==> src/rtl/df_module_perf_monitor.sv <==
// Per-channel performance monitor for HLS ap_ctrl handshakes.
// Saturating counters per channel, read back through a one-cycle register port.
module df_module_perf_monitor #(
    parameter int unsigned NUM_CH = 5,
    parameter int unsigned CNT_W  = 32,
    localparam int unsigned CH_W  = (NUM_CH > 1) ? $clog2(NUM_CH) : 1
) (
    input  logic              clock,
    input  logic              reset,
    input  logic              enable,
    input  logic              clear,
    input  logic              finish,
    input  logic [NUM_CH-1:0] ap_start,
    input  logic [NUM_CH-1:0] ap_ready,
    input  logic [NUM_CH-1:0] ap_done,
    input  logic [NUM_CH-1:0] ap_continue,
    input  logic              rd_en,
    input  logic [CH_W-1:0]   rd_ch,
    input  logic [2:0]        rd_field,
    output logic              rd_valid,
    output logic [CNT_W-1:0]  rd_data,
    output logic              rd_err,
    output logic              any_busy,
    output logic              frozen
);

    typedef enum logic [1:0] {
        ST_IDLE = 2'd0,
        ST_BUSY = 2'd1,
        ST_WAIT = 2'd2
    } state_e;

    state_e           state_q [NUM_CH];
    state_e           state_d [NUM_CH];
    logic [CNT_W-1:0] lat_q   [NUM_CH];
    logic [CNT_W-1:0] lat_d   [NUM_CH];
    logic [CNT_W-1:0] busy_q  [NUM_CH];
    logic [CNT_W-1:0] busy_d  [NUM_CH];
    logic [CNT_W-1:0] stall_q [NUM_CH];
    logic [CNT_W-1:0] stall_d [NUM_CH];
    logic [CNT_W-1:0] start_q [NUM_CH];
    logic [CNT_W-1:0] start_d [NUM_CH];
    logic [CNT_W-1:0] done_q  [NUM_CH];
    logic [CNT_W-1:0] done_d  [NUM_CH];
    logic [CNT_W-1:0] ready_q [NUM_CH];
    logic [CNT_W-1:0] ready_d [NUM_CH];
    logic [CNT_W-1:0] last_q  [NUM_CH];
    logic [CNT_W-1:0] last_d  [NUM_CH];
    logic [CNT_W-1:0] max_q   [NUM_CH];
    logic [CNT_W-1:0] max_d   [NUM_CH];
    logic [NUM_CH-1:0] ovf_q, ovf_d;
    logic              frozen_q, frozen_d;
    logic              rd_valid_q, rd_valid_d;
    logic [CNT_W-1:0]  rd_data_q, rd_data_d;
    logic              rd_err_q, rd_err_d;
    logic              any_busy_q, any_busy_d;
    logic              cnt_en_c;

    function automatic logic [CNT_W-1:0] sat_inc(input logic [CNT_W-1:0] v);
        return (&v) ? v : v + CNT_W'(1);
    endfunction

    // Returns {overflow_attempt, next_value}.
    function automatic logic [CNT_W:0] bump(input logic [CNT_W-1:0] v, input logic inc);
        return {inc & (&v), (inc ? sat_inc(v) : v)};
    endfunction

    assign cnt_en_c = enable & ~frozen_q;

    // Channel FSMs, latency tracking and counter updates.
    always_comb begin : ch_next
        logic             inc_busy, inc_stall, inc_start, inc_done;
        logic             o_busy, o_stall, o_start, o_done, o_ready;
        logic [CNT_W-1:0] lat_nxt;
        any_busy_d = 1'b0;
        for (int i = 0; i < int'(NUM_CH); i++) begin
            inc_busy   = 1'b0;
            inc_stall  = 1'b0;
            inc_start  = 1'b0;
            inc_done   = 1'b0;
            lat_nxt    = sat_inc(lat_q[i]);
            state_d[i] = state_q[i];
            lat_d[i]   = lat_q[i];
            last_d[i]  = last_q[i];
            max_d[i]   = max_q[i];
            case (state_q[i])
                ST_IDLE: begin
                    if (ap_start[i]) begin
                        state_d[i] = ST_BUSY;
                        lat_d[i]   = CNT_W'(1);
                        inc_start  = 1'b1;
                    end
                end
                ST_BUSY: begin
                    inc_busy = 1'b1;
                    if (!ap_done[i]) begin
                        lat_d[i] = lat_nxt;
                    end else begin
                        last_d[i] = lat_nxt;
                        if (lat_nxt > max_q[i]) max_d[i] = lat_nxt;
                        if (ap_continue[i]) begin
                            inc_done = 1'b1;
                            if (ap_start[i]) begin
                                lat_d[i]  = CNT_W'(1);
                                inc_start = 1'b1;
                            end else begin
                                state_d[i] = ST_IDLE;
                            end
                        end else begin
                            state_d[i] = ST_WAIT;
                        end
                    end
                end
                ST_WAIT: begin
                    if (ap_continue[i]) begin
                        inc_done   = 1'b1;
                        state_d[i] = ST_IDLE;
                    end else begin
                        inc_stall = 1'b1;
                    end
                end
                default: state_d[i] = ST_IDLE;
            endcase
            {o_busy,  busy_d[i]}  = bump(busy_q[i],  cnt_en_c & inc_busy);
            {o_stall, stall_d[i]} = bump(stall_q[i], cnt_en_c & inc_stall);
            {o_start, start_d[i]} = bump(start_q[i], cnt_en_c & inc_start);
            {o_done,  done_d[i]}  = bump(done_q[i],  cnt_en_c & inc_done);
            {o_ready, ready_d[i]} = bump(ready_q[i], cnt_en_c & ap_ready[i]);
            ovf_d[i] = ovf_q[i] | o_busy | o_stall | o_start | o_done | o_ready;
            // Clear has priority over same-cycle increments; FSM and lat_run keep running.
            if (clear) begin
                busy_d[i]  = '0;
                stall_d[i] = '0;
                start_d[i] = '0;
                done_d[i]  = '0;
                ready_d[i] = '0;
                last_d[i]  = '0;
                max_d[i]   = '0;
                ovf_d[i]   = 1'b0;
            end
            any_busy_d = any_busy_d | (state_d[i] != ST_IDLE);
        end
    end

    assign frozen_d = finish | (frozen_q & ~clear);

    // Read mux: snapshot of pre-edge values; out-of-range channel answers zero with error.
    always_comb begin : rd_next
        logic [CNT_W-1:0] sel;
        sel = '0;
        for (int i = 0; i < int'(NUM_CH); i++) begin
            if (rd_ch == CH_W'(i)) begin
                case (rd_field)
                    3'd0:    sel = busy_q[i];
                    3'd1:    sel = stall_q[i];
                    3'd2:    sel = start_q[i];
                    3'd3:    sel = done_q[i];
                    3'd4:    sel = ready_q[i];
                    3'd5:    sel = last_q[i];
                    3'd6:    sel = max_q[i];
                    default: sel = CNT_W'({frozen_q, ovf_q[i], state_q[i]});
                endcase
            end
        end
        rd_valid_d = rd_en;
        rd_err_d   = 1'b0;
        rd_data_d  = rd_data_q;
        if (rd_en) begin
            rd_err_d  = (32'(rd_ch) >= NUM_CH);
            rd_data_d = rd_err_d ? '0 : sel;
        end
    end

    always_ff @(posedge clock or negedge reset) begin
        if (!reset) begin
            for (int i = 0; i < int'(NUM_CH); i++) begin
                state_q[i] <= ST_IDLE;
                lat_q[i]   <= '0;
                busy_q[i]  <= '0;
                stall_q[i] <= '0;
                start_q[i] <= '0;
                done_q[i]  <= '0;
                ready_q[i] <= '0;
                last_q[i]  <= '0;
                max_q[i]   <= '0;
            end
            ovf_q      <= '0;
            frozen_q   <= 1'b0;
            rd_valid_q <= 1'b0;
            rd_data_q  <= '0;
            rd_err_q   <= 1'b0;
            any_busy_q <= 1'b0;
        end else begin
            for (int i = 0; i < int'(NUM_CH); i++) begin
                state_q[i] <= state_d[i];
                lat_q[i]   <= lat_d[i];
                busy_q[i]  <= busy_d[i];
                stall_q[i] <= stall_d[i];
                start_q[i] <= start_d[i];
                done_q[i]  <= done_d[i];
                ready_q[i] <= ready_d[i];
                last_q[i]  <= last_d[i];
                max_q[i]   <= max_d[i];
            end
            ovf_q      <= ovf_d;
            frozen_q   <= frozen_d;
            rd_valid_q <= rd_valid_d;
            rd_data_q  <= rd_data_d;
            rd_err_q   <= rd_err_d;
            any_busy_q <= any_busy_d;
        end
    end

    assign rd_valid = rd_valid_q;
    assign rd_data  = rd_data_q;
    assign rd_err   = rd_err_q;
    assign any_busy = any_busy_q;
    assign frozen   = frozen_q;

endmodule

==> config.mk <==
export PLATFORM = sky130hd
export DESIGN_NAME = df_module_perf_monitor
export DESIGN_NICKNAME = d
export VERILOG_FILES = /design/src/rtl/df_module_perf_monitor.sv
export SDC_FILE = /design/constraint.sdc
export NUM_CORES = 2
export LEC_CHECK = 0
export CAP_MARGIN = 20
export CORE_MARGIN = 2
export CORE_UTILIZATION = 57
export CTS_CLUSTER_DIAMETER = 60
export CTS_CLUSTER_SIZE = 14
export DETAILED_ROUTE_END_ITERATION = 16
export PLACE_DENSITY = 0.79
export SLEW_MARGIN = 20
export SYNTH_ARGS = -nofsm -noshare
export SYNTH_HDL_FRONTEND = slang
export SYNTH_SLANG_ARGS = --single-unit
==> constraint.sdc <==
create_clock -name clock -period 4.8 [get_ports clock]
set_input_delay 0.96 -clock clock [delete_from_list [all_inputs] [get_ports clock]]
set_output_delay 0.96 -clock clock [all_outputs]
set_load 0.005 [all_outputs]
==> run_results.csv <==
group,metric,value,unit
status,outcome,"finished, final reports clean",
layout,final_area,0.0862,sq mm
timing,hold_viol,0,
synthesis,yosys_register_bits,1331,
synthesis,synth_warnings,0,
floorplanning,dieArea,0.140,sq mm
route,drc,0,
worst_setup_path,path_max_fanout,42,
route,firstDrtPassIters,6,
synthesis,synth.mux.area_fraction,3.36,%
timing,final.min_clock_period,4.49,ns
timing,report.final.slew_viol_count,0,
layout,drive_gt1_share,7.86,%
worst_setup_path,cp-start-kind,"flop",
place,dp_hpwl,193000,um
clock_network,tritoncts,"done",
route,routed_via_density,6.70,
floorplanning,rows,135,
timing,skew,0.0344,ns
route,wl_per_cell,25.1,um
synthesis,synthTopCellsByCount,"1,333 x nor2_1, 1,331 x dfrtp_1, 670 x nand2_1",
floorplanning,die_y,374,um
worst_setup_path,cp_num_buf_inv,3,
synthesis,ys_seq_area_share,42.8,%
floorplanning,die_w,374,um
synthesis,syn-cell-area,0.0779,sq mm
job,drv_cap,0,
synthesis,synth_compound_area_share,14.2,%
worst_setup_path,worstPathCellList,"ha_1 > nand3_1 > nor4_1 > buf_4 > nand3_1 > and2_1 > nand3_1 > xor2_1 > inv_1 > ha_1 > nand4_1 > or2_2 > a311oi_2 > o31ai_2 > a31oi_4 > buf_12 > mux2i_1 > nor2_1",
route,drtIter0Drc,10200,
worst_setup_path,rr_startpoint,"lat_q[96]",
worst_setup_path,max_stage_delay,0.42,ns
global_route,grt_max_degree,182,
clock_network,clockBufferDepth,3,
place,globalplace.congestion,1.04,
worst_setup_path,cpMostUsedCell,"nand3_1",
synthesis,synth_top_family_by_area,"simple AND/OR/NAND/NOR gates",
synthesis,synth_top_area_share,42.8,%
power_and_ir_drop,cellLeakagePower,36.3,nW
synthesis,synth_cell_type_count,88,
synthesis,synth-adder-area-share,3.37,%
timing,tightest_slew,1.34,ns
clock_network,cts_made_buffers,131,
worst_setup_path,path_depth,18,
global_route,antenna_found_initial,13,
synthesis,ys_top_cells_by_area,"dfrtp_1 43%, nor2_1 6.4%, xor2_1 5.5%",
layout,nNetsFinal,9073,
clock_network,ctsHtreeMaxLevel,4,
route,ant_nets,0,
floorplanning,io_pins,68,
place,dpl_cell_area,0.0817,sq mm
global_route,track_usage,37.8,%
worst_setup_path,rr_worst_depth,18,
worst_setup_path,endpoint,"max_q[96]",
worst_setup_path,r2r_end,"max_q[96]",
clock_network,postCtsHoldBufs,0,
global_route,grt-ovfl-total,0,
floorplanning,start_util,57.5,%
global_route,grt_pass1_wl,409000,um
worst_setup_path,rrSetupSlack,0.31,ns
layout,fillers,11100,
clock_network,cts_root_buf,"clkbuf_16",
clock_network,clock-sinks,1331,
synthesis,syn_avg_cell_area,8.84,sq um
synthesis,synth_edf_count,0,
worst_setup_path,critical_path_class,"reg2reg",
route,num_vias,71700,
worst_setup_path,crit_required,5.42,ns
floorplanning,core-area,0.135,sq mm
power_and_ir_drop,vdd_ir_drop_max,0.000488,V
worst_setup_path,cp_slowest_cell,"dfrtp_1",
synthesis,async_flop_share,100,%
worst_setup_path,crit_path_end_kind,"flop",
layout,area_growth,10.7,%
power_and_ir_drop,power_density,385,mW/mm^2
clock_network,cts.clk_slew.worst_paths,0.06,ns
timing,relSlewSlack,9.76,%
worst_setup_path,critical_path_arrival,5.11,ns
place,io_buffers,67,
worst_setup_path,critical_path.top_delay_family,"simple AND/OR/NAND/NOR gates",
synthesis,synth_top_cell_by_area,"dfrtp_1",
synthesis,syn-instance-count,8813,
global_route,grt_pass1_vias,67800,
synthesis,synth-main-ff-cell,"dfrtp_1",
synthesis,syn_nets,9055,
hold_path,hp-class,"in2async",
worst_setup_path,crit_start,"lat_q[96]",
layout,finalNonFillerCells,10700,
synthesis,synth-xor-area-share,9.28,%
timing,finalCritPeriodShare,93.5,%
place,dpl.cell_count,10500,
synthesis,synthSimpleGateAreaFrac,22.7,%
route,routed_wl,269000,um
timing,max_freq,223,MHz
clock_network,clk_latency,0.80,ns
timing,setup_violations,0,
synthesis,yosysMostFrequentCell,"nor2_1",
[power breakdown]
group | internal, mW | switching (mW)
Combinational | 3.02 | 5.97
Sequential | 12.1 | 0.967
Clock | 6.37 | 4.76
Total | 21.5 | 11.7
[how the worst min path moves through the flow]
stage | startpoint | end | slack (ns) | depth (start not counted)
after floorplan | rd_data[11] | rd_data[11] | 0.48 | 1
after global placement | rd_data[19] | rd_data[19] | 0.47 | 1
after detailed placement | rd_data[19] | rd_data[19] | 0.48 | 1
after CTS | reset | last_q[28] | 0.14 | 1
after global routing | reset | lat_q[25] | 0.14 | 1
final | reset | last_q[28] | 0.12 | 1
[sequential cells by signal, summed over array words and instances (netlist names)]
signal and flops:
done_q 160, rd_err 1, frozen 1, rd_data 32, state_q 10, max_q 160, ready_q 160, stall_q 160
last_q 160, rd_valid 1, busy_q 160, start_q 160, ovf_q 5, lat_q 160, any_busy 1
[final cells by class]
cell class / instances / area (sq um) / share of cell area (%)
Clock inverter: 44 / 719 / 0.834
Sequential cell: 1331 / 33300 / 38.6
Clock buffer: 173 / 3740 / 4.34
Timing Repair Buffer: 358 / 3310 / 3.84
Tap cell: 1781 / 2230 / 2.58
Antenna cell: 1 / 2.50 / 0.00290
Inverter: 406 / 1520 / 1.77
Multi-Input combinational cell: 6603 / 41400 / 48.0
[layout by cell type, fill, tap and decap left out, types with 92 or more instances in the layout]
| cell | count |
|---|---|
| xnor2_1 | 333 |
| a221oi_1 | 100 |
| and3_1 | 142 |
| clkbuf_16 | 138 |
| buf_4 | 254 |
| mux2i_1 | 124 |
| nand2_1 | 670 |
| a22oi_1 | 112 |
| nor2_1 | 1331 |
| a21oi_1 | 406 |
| and4_1 | 116 |
| nand4_1 | 338 |
| nor3_1 | 244 |
| a211oi_1 | 284 |
| o21ai_0 | 367 |
| nand3_1 | 388 |
| ha_1 | 210 |
| a22o_1 | 92 |
| or3_1 | 111 |
| inv_1 | 406 |
| xor2_1 | 490 |
| dfrtp_1 | 1331 |
[what timing repair did]
action | in CTS | in global routing
buffers inserted | 0 | 2
gates resized for setup | 0 | 12
endpoints found under the setup margin | 0 | 63
[through the flow]
stage,util (%),setup TNS (ns),power (mW),setup WS (ns),hold slack (ns)
2_1_floorplan,-,0,18.4,0.458,0.478
6_report,63.6,0,33.2,0.314,0.117
4_1_cts,63.6,0,32.8,0.309,0.140
3_3_place_gp,60.3,0,21.5,0.480,0.474
3_5_place_dp,60.3,0,21.8,0.387,0.481
5_1_grt,63.6,-0.000991,34.5,-0.000991,0.142
[kinds of logic (layout without fill, tap and decap cells)]
| kind of cell | after synthesis | in the layout |
|---|---|---|
| AO/OA/AOI/OAI | 1678 | 1678 |
| XOR/XNOR | 825 | 825 |
| adder cells (fa/ha/maj) | 210 | 210 |
| buffers and inverters | 879 | 981 |
| flip-flops | 1331 | 1331 |
| multiplexers | 229 | 229 |
| other | 0 | 1 |
| AND/OR/NAND/NOR | 3661 | 3661 |
[layer usage]
| layer | vias up | track usage (%) | share of wire [%] | wire length (um) |
|---|---|---|---|---|
| met5 | - | 0 | 0.049 | 133 |
| li1 | 31400 | - | - | - |
| met1 | 35100 | 50.2 | 39 | 104000 |
| met2 | 4286 | 55.3 | 43 | 115000 |
| met4 | 14 | 21.9 | 6.5 | 17600 |
| met3 | 895 | 10.6 | 12 | 32300 |
(Power assumes the default switching activity.)
